<file path="src/rtl/quad_encoder_pkg.sv">
// quad_encoder_pkg: step encoding, velocity width and quadrature decode helper.
package quad_encoder_pkg;
   localparam int VEL_W = 16;
   typedef enum logic [1:0] {STEP_NONE, STEP_INC, STEP_DEC, STEP_ILLEGAL} step_t;
   // Gray-to-binary of {a,b} makes the forward order 00,01,11,10 count 0,1,2,3.
   function automatic step_t decode_step(input logic [1:0] prev, input logic [1:0] cur);
      logic [1:0] d;
      d = {cur[1], ^cur} - {prev[1], ^prev};
      return d == 2'd1 ? STEP_INC : d == 2'd3 ? STEP_DEC : d == 2'd2 ? STEP_ILLEGAL : STEP_NONE;
   endfunction
endpackage

</file>
<file path="src/rtl/encoder_sync.sv">
// encoder_sync: 2-flop synchronizer for one raw encoder channel.
module encoder_sync (
   input  logic clock,
   input  logic reset,
   input  logic d,
   output logic q
);
   logic [1:0] ff_q;
   always_ff @(posedge clock or posedge reset)
      if (reset) ff_q <= 2'b00;
      else ff_q <= {ff_q[0], d};
   assign q = ff_q[1];
endmodule

</file>
<file path="src/rtl/quad_encoder_frontend.sv">
// quad_encoder_frontend: quadrature decode, wrapping position count and periodic
// position/velocity snapshots with a one-cycle update strobe.
module quad_encoder_frontend
   import quad_encoder_pkg::*;
#(
   parameter int UPDATE_DIV = 50000,
   parameter int VEL_MAX    = 32767
) (
   input  logic                    clock,
   input  logic                    reset,
   input  logic                    enc_a,
   input  logic                    enc_b,
   input  logic                    invert_direction,
   input  logic                    preset_en,
   input  logic signed [31:0]      position_preset,
   input  logic                    error_clear,
   output logic signed [31:0]      position,
   output logic signed [VEL_W-1:0] velocity,
   output logic                    update_controller,
   output logic                    encoder_error
);
   localparam int TW = $clog2(UPDATE_DIV);
   localparam logic signed [31:0] VMAX = 32'(VEL_MAX);
   localparam logic signed [31:0] VMIN = -VMAX - 32'sd1;
   logic a_s, b_s, up, tick;
   logic [1:0] prev_q, warm_q, warm_d;
   logic [TW-1:0] tick_q, tick_d;
   logic signed [31:0] count_q, count_d, base_q, base_d, base_cur, inc, diff, position_d;
   logic signed [VEL_W-1:0] velocity_d, vel_sat;
   logic upd_q, err_q, err_d;
   step_t step;
   encoder_sync u_sync_a (.clock(clock), .reset(reset), .d(enc_a), .q(a_s));
   encoder_sync u_sync_b (.clock(clock), .reset(reset), .d(enc_b), .q(b_s));
   // warm_q reaches 3 once prev_q holds a real synchronized sample, not reset junk.
   always_comb begin
      warm_d = warm_q == 2'd3 ? warm_q : warm_q + 2'd1;
      step = warm_q == 2'd3 ? decode_step(prev_q, {a_s, b_s}) : STEP_NONE;
      up = (step == STEP_INC) ^ invert_direction;
      inc = (step == STEP_INC || step == STEP_DEC) ? (up ? 32'sd1 : -32'sd1) : 32'sd0;
      count_d = preset_en ? position_preset : count_q + inc;
      base_cur = preset_en ? position_preset : base_q;
      tick = tick_q == TW'(UPDATE_DIV - 1);
      tick_d = tick ? '0 : tick_q + TW'(1);
      diff = count_d - base_cur;
      vel_sat = diff > VMAX ? VEL_W'(VMAX) : diff < VMIN ? VEL_W'(VMIN) : VEL_W'(diff);
      base_d = tick ? count_d : base_cur;
      position_d = tick ? count_d : position;
      velocity_d = tick ? vel_sat : velocity;
      err_d = step == STEP_ILLEGAL ? 1'b1 : error_clear ? 1'b0 : err_q;
   end
   always_ff @(posedge clock or posedge reset)
      if (reset) begin
         prev_q <= 2'b00;
         warm_q <= 2'd0;
         tick_q <= '0;
         count_q <= '0;
         base_q <= '0;
         position <= '0;
         velocity <= '0;
         upd_q <= 1'b0;
         err_q <= 1'b0;
      end else begin
         prev_q <= {a_s, b_s};
         warm_q <= warm_d;
         tick_q <= tick_d;
         count_q <= count_d;
         base_q <= base_d;
         position <= position_d;
         velocity <= velocity_d;
         upd_q <= tick;
         err_q <= err_d;
      end
   assign update_controller = upd_q;
   assign encoder_error = err_q;
endmodule

</file>
<file path="config.mk">
export PLATFORM = sky130hd
export DESIGN_NAME = quad_encoder_frontend
export DESIGN_NICKNAME = d
export VERILOG_FILES = /design/src/rtl/quad_encoder_pkg.sv /design/src/rtl/encoder_sync.sv /design/src/rtl/quad_encoder_frontend.sv
export SDC_FILE = /design/constraint.sdc
export NUM_CORES = 1
export LEC_CHECK = 0
export CELL_PAD_IN_SITES_DETAIL_PLACEMENT = 1
export CELL_PAD_IN_SITES_GLOBAL_PLACEMENT = 1
export CORE_UTILIZATION = 46
export CTS_BUF_LIST = sky130_fd_sc_hd__clkbuf_2 sky130_fd_sc_hd__clkbuf_4 sky130_fd_sc_hd__clkbuf_8
export CTS_CLUSTER_SIZE = 30
export DETAILED_ROUTE_END_ITERATION = 8
export DONT_BUFFER_PORTS = 1
export GPL_TIMING_DRIVEN = 0
export PLACE_DENSITY = 0.76
export REMOVE_ABC_BUFFERS = 1
export SYNTH_ARGS = -nofsm -noshare
export SYNTH_HDL_FRONTEND = slang
export SYNTH_SLANG_ARGS = --single-unit
</file>
<file path="constraint.sdc">
create_clock -name clock -period 7.6 [get_ports clock]
set_clock_uncertainty 0.1 [all_clocks]
set_input_delay 1.52 -clock clock [delete_from_list [all_inputs] [get_ports clock]]
set_output_delay 1.52 -clock clock [all_outputs]
set_load 0.05 [all_outputs]
</file>
==> summary.md <==
| Metric | Value |
|---|---|
| Routed length per instance | 21.9 um |
| Pin count of the biggest net entering global routing | 101 |
| HP Class | flop to flop |
| Max Fclk | 129 MHz |
| Worst Path Arrival | 8.05 ns |
| Count of final setup violators | 15 |
| Via-per-instance ratio | 6.19 |
| Die Y | 147 um |
| Critical path data required time | 7.88 ns |
| Violations in the final reports | negative setup slack |
| Crit path top cell by count | buf_4 |
| Clock transition at path regs | 0.09 ns |
| Peak supply drop | 262 uV |
| Final ANT Viol Nets | 0 |
| Nets | 1206 |
| Met1 GRT Util | 0.354 |
| Residual DRC | 0 |
| Final std cells w/o fill | 1412 |
| CP max FO | 6 |
| CP Class | flop to flop |
| Final hold slack | 0.256 ns |
| Layer with the highest usage | met2 |
| Worst r2r path cells | 34 |
| Sink Count | 138 |
| Share of the yosys chip area belonging to registers | 0.358 |
| Endpoints failing hold | 0 |
| Mapped Cells | 1097 |
| Commonest cells after routing, fill and taps aside | dfrtp_1 (138), nor2_1 (133), nand2_1 (100), a21oi_1 (64), o21ai_0 (61) |
| DP Area | 9710 um2 |
| Gr ovfl total | 0 |
| Dpl cells | 1312 |
| DRT Wirelength | 30.9 mm |
| H-tree depth | 4 |
| Slowest-stage cell, CP | a2111oi_4 |
| Global-route wire length before repair | 47.8 mm |
| R2r endpoint | velocity[12] |
| Endpoint, Worst Hold | u_sync_b.ff_q[1] |
| GP Congestion | 0.906 |
| Core area | 20400 um2 |
| Flop-to-flop setup slack | -0.17 ns |
| Dominant cell type by area after synthesis | dfrtp_1 |
| Die area | 21500 um2 |
| Initial antenna violation count | 0 |
| Hold path startpoint | u_sync_b.ff_q[0] |
| Slew @ Worst Pin | 0.877 ns |
| Slew Limit Headroom | 0.415 |
| CTS buffer count | 17 |
| Grt met3 use | 0.0643 |
| Max-cap check violation count | 0 |
| I/O pin total | 89 |
| Yosys synthesis warning count | 0 |
| Hold_buf cts | 0 |
| Post-synth ARST share | 1.00 |
| Post-route cell area | 11300 um2 |
| Layout cells sized above 1 | 0.210 |
| WHS Path Cells | 0 |
| Leak Pwr | 4.62 nW |
| Status | finished, violations left |
| GR Util met2 | 0.469 |
| RR Startpoint | prev_q[0] |
| Worst path max stage delay | 0.43 ns |
| Area delta synth->final | 17.6% |
| Dominant synthesized flop cell | dfrtp_1 |
| Top cell type's share of synthesized area | 0.358 |
| Avg Inst Size Synth | 8.79 um2 |
| Post-synthesis register bit count | 138 |
| Final Cycle Share | 1.02 |
| DR vias | 8744 |
| Post-synth EDFFs | 0 |
| Crit end category | flop |
| Minimum clock period after layout | 7.77 ns |
| Area contributors post-synth | dfrtp_1 (36%), nor2_1 (5.3%), ha_1 (4.8%) |
| CP Launch Type | flop |
| Antenna diode count | 0 |
| # port buffers | 0 |
| CTS tree | done |
| DR iter-0 viols | 507 |
| Yosys cell types | 104 |
| Pins Over Slew Limit | 0 |
| Vias in the first global route | 8995 |
| Power Dens Cells | 385 nW/um2 |
| Final worst slack | -0.168 ns |
| Clk_lat worst skew | 0.47 ns |
| Tot GR Track Use | 0.280 |
| CTS Buffer Depth | 2 |
| Power Total | 0.00436 W |
| Die Width | 147 um |
| Synth Cell Area | 9640 um2 |
| Most common cell after layout, fill and taps aside | dfrtp_1 |
| Clk root buf | clkbuf_8 |
| Initial Util | 0.473 |
| # rows | 52 |
| Detailed Routing Iterations Pass 1 | 7 |
| Post-DP HPWL | 18.9 mm |
| RSZ-0062 raised after global routing | true |
-- sequential cells by signal, indices dropped and copies added (netlist names) --
name,cells
base_q,32
count_q,32
encoder_error,1
position,32
prev_q,2
tick_q,16
u_sync_a.ff_q,2
u_sync_b.ff_q,2
update_controller,1
velocity,16
warm_q,2
-- cells by family (layout without fill, tap and decap cells) --
kind of cell	count (synthesis)	count (layout)	synth area share
flip-flops	138	138	0.358
buffers and inverters	99	143	0.0506
AO/OA/AOI/OAI	303	303	0.216
adder cells (fa/ha/maj)	39	39	0.0511
AND/OR/NAND/NOR	405	406	0.205
XOR/XNOR	78	78	0.0798
multiplexers	35	35	0.0383
-- worst max-delay path by stage --
stage / from / endpoint / slack, ns / cells past startpoint
floorplan: prev_q[1] / velocity[12] / -0.26 / 30
global route: prev_q[0] / velocity[12] / -0.43 / 35
detailed placement: u_sync_a.ff_q[1] / velocity[4] / -2.19 / 29
global placement: u_sync_a.ff_q[1] / velocity[4] / -2.02 / 29
finish: prev_q[0] / velocity[12] / -0.17 / 34
CTS: prev_q[1] / velocity[0] / 0.003 / 33
-- area by class of cell --
| cell class | instances | area [um2] |
|---|---|---|
| fill | 2344 | 9030 |
| multi-input combinational | 861 | 6320 |
| sequential | 138 | 3450 |
| timing repair buffer | 69 | 633 |
| tap | 270 | 338 |
| clock buffer | 19 | 262 |
| inverter | 42 | 173 |
| clock inverter | 13 | 154 |
-- synthesized netlist by cell type (26+ instances only) --
cell and count:
nor2_1 136, o21ai_0 73, inv_1 40, ha_1 37
nand2_1 101, xor2_1 30, dfrtp_1 138, a21oi_1 72
nor3_1 26, xnor2_1 41, clkbuf_1 26, nand3_1 35
-- stage by stage --
| step | utilization | setup slack (ns) | TNS, ns |
|---|---|---|---|
| after global placement | 0.474 | -2.02 | -30.34 |
| after global routing | 0.557 | -0.428 | -5.65 |
| after detailed placement | 0.477 | -2.19 | -32.31 |
| final | 0.557 | -0.168 | -1.74 |
| after floorplan | - | -0.264 | -3.63 |
| after CTS | 0.527 | 0.00348 | 0 |
-- worst max-delay path, delay by kind of cell (launching register included) --
| kind | cells | cell delay (ns) |
|---|---|---|
| flip-flops | 1 | 0.39 |
| multiplexers | 1 | 0.24 |
| AO/OA/AOI/OAI | 12 | 3.12 |
| adder cells (fa/ha/maj) | 5 | 1.31 |
| AND/OR/NAND/NOR | 3 | 0.48 |
| buffers and inverters | 7 | 1.12 |
| XOR/XNOR | 6 | 0.90 |
-- report_power, final --
part / switching, W / total (W) / internal (W)
combinational: 0.00160 / 0.00274 / 0.00114
sequential: 0.000155 / 0.000970 / 0.000814
clock: 0.000339 / 0.000656 / 0.000317
total: 0.00210 / 0.00436 / 0.00227
-- layer usage --
layer  wire length, um  part of all wire  up-vias
met5                 0                 0        -
met4               635             0.021        0
met3              1480             0.048       50
met2             15600              0.51      236
met1             13100              0.42     4421
li1                  -                 -     4037
-- repair_timing --
item	in CTS	in global routing
resized for setup	53	71
setup buffers	38	28
endpoints found under the setup margin	16	16
endpoints found under the hold margin	0	0
pin swaps	22	45
cloned	2	0
Power figures use the tool's default switching activity.
